**config.mk**
```make
export PLATFORM = sky130hd
export DESIGN_NAME = tpu_driver
export DESIGN_NICKNAME = d
export VERILOG_FILES = /design/src/rtl/tpu_driver.sv
export SDC_FILE = /design/constraint.sdc
export NUM_CORES = 1
export LEC_CHECK = 0
export BUFFER_PORTS_ARGS = -buffer_cell sky130_fd_sc_hd__buf_2
export CAP_MARGIN = 10
export CORE_MARGIN = 3
export CORE_UTILIZATION = 51
export CTS_BUF_LIST = sky130_fd_sc_hd__clkbuf_16
export CTS_CLUSTER_SIZE = 30
export DETAILED_ROUTE_END_ITERATION = 7
export PLACE_DENSITY = 0.81
export SLEW_MARGIN = 10
export SYNTH_ARGS = -nofsm -noshare
export SYNTH_HDL_FRONTEND = slang
export SYNTH_SLANG_ARGS = --single-unit
```
**constraint.sdc**
```tcl
create_clock -name clk -period 2.2 [get_ports clk]
set_input_delay 0.22 -clock clk [delete_from_list [all_inputs] [get_ports clk]]
set_output_delay 0.22 -clock clk [all_outputs]
set_load 0.02 [all_outputs]
```
**src/rtl/tpu_driver.sv**
```systemverilog
// Host-side driver for the tpu convolution block: loads one frame of kernel and
// matrix words from an upstream stream, then buffers tpu results to a downstream stream.
module tpu_driver #(
    parameter int DATA_WIDTH   = 8,
    parameter int MATRIX_DIM   = 16,
    parameter int CONV_DIM     = 3,
    parameter int RESULT_DEPTH = 4
) (
    input  logic                  clk,
    input  logic                  rst,
    input  logic                  start,
    output logic                  busy,
    output logic                  frame_done,
    input  logic                  s_valid,
    output logic                  s_ready,
    input  logic [DATA_WIDTH-1:0] s_data,
    output logic                  insert_kernal,
    output logic                  insert_matrix,
    output logic [DATA_WIDTH-1:0] tpu_data,
    output logic                  tpu_ready,
    input  logic                  tpu_done,
    input  logic [DATA_WIDTH-1:0] tpu_result,
    output logic                  m_valid,
    input  logic                  m_ready,
    output logic [DATA_WIDTH-1:0] m_data
);

    localparam int K_WORDS     = CONV_DIM * CONV_DIM;
    localparam int M_WORDS     = MATRIX_DIM * MATRIX_DIM;
    localparam int RES_SIDE    = MATRIX_DIM - CONV_DIM + 1;
    localparam int NUM_RESULTS = RES_SIDE * RES_SIDE;
    localparam int LCW         = $clog2(M_WORDS + 1);
    localparam int RCW         = $clog2(NUM_RESULTS + 1);
    localparam int PW          = $clog2(RESULT_DEPTH);
    localparam int CW          = $clog2(RESULT_DEPTH + 1);

    localparam logic [LCW-1:0] K_LAST = LCW'(K_WORDS - 1);
    localparam logic [LCW-1:0] M_LAST = LCW'(M_WORDS - 1);
    localparam logic [RCW-1:0] R_LAST = RCW'(NUM_RESULTS - 1);
    localparam logic [CW-1:0]  FULL   = CW'(RESULT_DEPTH);

    typedef enum logic [2:0] {
        IDLE,
        LOAD_K,
        LOAD_M,
        COMPUTE,
        DRAIN
    } state_t;

    state_t                r_state;
    state_t                w_next;
    logic [LCW-1:0]        r_load_cnt;
    logic [RCW-1:0]        r_res_cnt;
    logic                  r_frame_done;
    logic [DATA_WIDTH-1:0] r_mem [RESULT_DEPTH];
    logic [PW-1:0]         r_wr_ptr;
    logic [PW-1:0]         r_rd_ptr;
    logic [CW-1:0]         r_count;

    logic w_load;
    logic w_accept;
    logic w_load_last;
    logic w_tpu_ready;
    logic w_push;
    logic w_pop;
    logic w_m_valid;

    always_comb begin
        w_load      = (r_state == LOAD_K) || (r_state == LOAD_M);
        w_accept    = w_load && s_valid;
        w_load_last = ((r_state == LOAD_K) && (r_load_cnt == K_LAST)) ||
                      ((r_state == LOAD_M) && (r_load_cnt == M_LAST));
        w_tpu_ready = (r_state == COMPUTE) && (r_count != FULL);
        w_push      = w_tpu_ready && tpu_done;
        w_m_valid   = (r_count != '0);
        w_pop       = w_m_valid && m_ready;
    end

    always_comb begin
        w_next = r_state;
        case (r_state)
            IDLE:    if (start) w_next = LOAD_K;
            LOAD_K:  if (w_accept && w_load_last) w_next = LOAD_M;
            LOAD_M:  if (w_accept && w_load_last) w_next = COMPUTE;
            COMPUTE: if (w_push && (r_res_cnt == R_LAST)) w_next = DRAIN;
            DRAIN:   if (r_count == '0) w_next = IDLE;
            default: w_next = IDLE;
        endcase
    end

    always_ff @(posedge clk or posedge rst) begin
        if (rst) begin
            r_state      <= IDLE;
            r_load_cnt   <= '0;
            r_res_cnt    <= '0;
            r_frame_done <= 1'b0;
        end else begin
            r_state      <= w_next;
            r_frame_done <= (r_state == DRAIN) && (r_count == '0);
            if (r_state == IDLE)
                r_load_cnt <= '0;
            else if (w_accept)
                r_load_cnt <= w_load_last ? '0 : r_load_cnt + 1'b1;
            if (r_state == IDLE)
                r_res_cnt <= '0;
            else if (w_push)
                r_res_cnt <= r_res_cnt + 1'b1;
        end
    end

    // Result FIFO: pointers wrap naturally since RESULT_DEPTH is a power of two.
    always_ff @(posedge clk or posedge rst) begin
        if (rst) begin
            for (int unsigned i = 0; i < RESULT_DEPTH; i++)
                r_mem[i] <= '0;
            r_wr_ptr <= '0;
            r_rd_ptr <= '0;
            r_count  <= '0;
        end else begin
            if (w_push) begin
                r_mem[r_wr_ptr] <= tpu_result;
                r_wr_ptr        <= r_wr_ptr + 1'b1;
            end
            if (w_pop)
                r_rd_ptr <= r_rd_ptr + 1'b1;
            if (w_push && !w_pop)
                r_count <= r_count + 1'b1;
            else if (!w_push && w_pop)
                r_count <= r_count - 1'b1;
        end
    end

    always_comb begin
        busy          = (r_state != IDLE);
        frame_done    = r_frame_done;
        s_ready       = w_load;
        insert_kernal = (r_state == LOAD_K) && s_valid;
        insert_matrix = (r_state == LOAD_M) && s_valid;
        tpu_data      = w_accept ? s_data : '0;
        tpu_ready     = w_tpu_ready;
        m_valid       = w_m_valid;
        m_data        = r_mem[r_rd_ptr];
    end

endmodule

```
==> results.sh <==
export IMPL_cts_sinks=60
export IMPL_final_seq_area_mm2=0.00150
export IMPL_numCtsBuffers=9
export IMPL_port_buffers=44
export IMPL_final_cells=379
export IMPL_switchingPower_w=0.00198
export IMPL_num_io_pins=45
export IMPL_ctsHoldBuffers=0
export IMPL_fp_dieW_um=82.8
export IMPL_rows=27
export IMPL_path_cells="or3b_1 > and4_4 > ha_4 > inv_1 > fa_1 > mux2_2"
export IMPL_syn_to_final_growth_pct=20.4
export IMPL_required_ps=2400
export IMPL_start_util_pct=53.6
export IMPL_tns_ps=0
export IMPL_max_slew_margin_rel_pct=50.1
export IMPL_insertion_delay_ps=330
export IMPL_core_mm2=0.00561
export IMPL_hold_class="in -> async"
export IMPL_synth_flop_cell="dfrtp_1"
export IMPL_ys_async_sr_fraction_pct=100
export IMPL_p_leak_nw=1.66
export IMPL_finalSetupViolations=0
export IMPL_nets=334
export IMPL_dieArea_mm2=0.00685
export IMPL_avgSynthCellArea_um2=12.2
export IMPL_power_frac_clock_pct=23.7
export IMPL_arrival_ps=2220
export IMPL_slew_viol_final=0
export IMPL_synth_edff_count=0
export IMPL_fin_worst_skew_ps=7.94
export IMPL_reg2reg_depth=6
export IMPL_antenna_found_initial=1
export IMPL_rsz0062_at_grt="no"
export IMPL_overflow=0
export IMPL_dp_hpwl_um=4050
export IMPL_synthCells=247
export IMPL_postRouteAntennaNets=0
export IMPL_grt_pass1_wl_um=9530
export IMPL_fp_dieH_um=82.8
export IMPL_crit_path_start_kind="flop"
export IMPL_cp_slowest_cell="dfrtp_1"
export IMPL_post_drt_wl_per_cell_um=14.9
export IMPL_routed_wl_um=5650
export IMPL_drt_iter0_markers=76
export IMPL_seq_area_frac_synth_pct=50.0
export IMPL_drc=0
export IMPL_h_tree_depth=3
export IMPL_dp_cells=363
export IMPL_grt_start_max_net_pins=61
export IMPL_power_density_mw_per_mm2=1550
export IMPL_grt_use_total_pct=19.0
export IMPL_via_per_inst=5.39
export IMPL_p_int_w=0.00362
export IMPL_maxCapViolations=0
export IMPL_synth_seq_cells=60
export IMPL_gp_congestion=0.830
export IMPL_first_pass_iters=4
export IMPL_fillCellCount=461
export IMPL_status="completed"
export IMPL_worstPathMaxFanout=4
export IMPL_max_freq_mhz=496
export IMPL_drive_above_1_share_pct=38.8
export IMPL_ir_drop_mv=0.835
export IMPL_fin_crit_sh_pct=91.6
export IMPL_power_frac_seq_pct=35.9
export IMPL_slowest_delay_ps=410
export IMPL_critPathKind="reg -> reg"
export IMPL_cts_buffer_depth=2
export IMPL_r2r_slack_ps=180
export IMPL_cts_clk_slew_worst_paths_ps=50
export IMPL_grt_pass1_vias=2062
export IMPL_syn_area_mm2=0.00301
export IMPL_synth_cell_types=41
export IMPL_vias=2041
export IMPL_cts_tree="built"
export IMPL_final_min_clock_period_ps=2020
export IMPL_end_kind="flop"
export IMPL_p_sw_share_pct=35.4
export IMPL_cts_root_buffer="clkbuf_16"
export IMPL_n_antenna_cell=0
export IMPL_tightestPinTransition_ps=749
export IMPL_ys_warn_count=0
export IMPL_finalHoldViolCount=0
export IMPL_syn_nets=279
export IMPL_multi_input_comb_area_mm2=0.00142
export IMPL_p_comb_share_pct=40.5
-- cell type report --
type | instances | area share (%)
Inverter | 11 | 1.14
Clock inverter | 7 | 1.62
Tap cell | 72 | 2.49
Clock buffer | 9 | 6.22
Timing Repair Buffer | 52 | 7.74
Sequential cell | 60 | 41.5
Multi-Input combinational cell | 168 | 39.3
-- power by group through the flow --
| stage | registers, W | clock network [W] | logic (W) |
|---|---|---|---|
| 4_1_cts | 0.00201 | 0.00135 | 0.00231 |
| 6_report | 0.00201 | 0.00132 | 0.00227 |
| 3_5_place_dp | 0.00203 | 0 | 0.00230 |
| 3_3_place_gp | 0.00198 | 0 | 0.00222 |
| 2_1_floorplan | 0.00182 | 0 | 0.00192 |
| 5_1_grt | 0.00209 | 0.00141 | 0.00252 |
-- placed cells by master, fill, tap and decap left out, types with 3 or more instances in the layout --
cell type  count
dfrtp_1       60
buf_2         44
mux2_2        34
nor2_1        21
and2_1        11
inv_1         11
xnor2_1       11
nand3_1       11
xor2_1         9
clkbuf_16      9
nand2_1        8
mux4_2         8
ha_1           8
buf_4          8
nand4_1        7
nand2_2        5
nor3_1         4
and3_1         3
o21ai_0        3
-- logic make-up after synthesis --
logic type,synth area share [%]
compound gates,2.46
flops,50.0
xor+xnor,5.83
simple gates,15.1
buf+inv,3.21
fa+ha+maj,4.41
mux,19.1
-- critical path, delay by kind of cell (launching register included) --
| family | cells | cell delay (ps) |
|---|---|---|
| AND/OR/NAND/NOR | 2 | 610 |
| adder cells (fa/ha/maj) | 2 | 550 |
| flip-flops | 1 | 410 |
| multiplexers | 1 | 270 |
| buffers and inverters | 1 | 60 |
-- cell usage after synthesis (all sizes together) (3+ instances only) --
master  count  area, um2
nand2      13       58.8
a21oi       3       18.8
nor3        5       30.0
and2       11       68.8
o21ai       4       20.0
inv        11       41.3
ha          9        113
and3        3       18.8
xnor2      11       96.3
xor2        9       78.8
mux2       34        383
buf         7       51.3
nor2       21       78.8
dfrtp      60       1500
mux4        8        180
nand4       7       43.8
nand3      11       55.1
-- stage by stage --
stage	util [%]	hold slack (ps)	area [um2]	power, W	worst slack, ps
6_report	64.5	89.0	3620	0.00560	185
4_1_cts	64.5	138	3620	0.00568	127
3_5_place_dp	59.4	473	3330	0.00433	144
2_1_floorplan	-	371	3020	0.00374	5.60
3_3_place_gp	59.4	471	3330	0.00420	214
5_1_grt	64.5	163	3620	0.00602	13.7
-- metal layers --
metal  track usage, %  part of all wire [%]
met5                0                  0.28
met4             8.33                   1.7
met3             5.75                   5.2
met2             31.7                    49
met1             22.5                    43
-- final timing paths --
path                          startpoint          to
max                           r_count[1]  r_count[1]
min                                  rst  frame_done
max reg2reg                   r_count[1]  r_count[1]
min reg2reg                   r_count[2]  r_count[2]
max in group asynchronous            rst  r_state[1]
min in group clk           tpu_result[4]   r_mem[20]
-- state kept, by name, summed over array words and instances, names as in the netlist --
name,cells
frame_done,1
r_count,3
r_load_cnt,9
r_mem,32
r_rd_ptr,2
r_res_cnt,8
r_state,3
r_wr_ptr,2
-- what timing repair did --
action | 4_1_cts | 5_1_grt
resized for setup | 0 | 1
setup buffers | 0 | 0
setup endpoints to repair | 0 | 1
(Power assumes the default switching activity.)
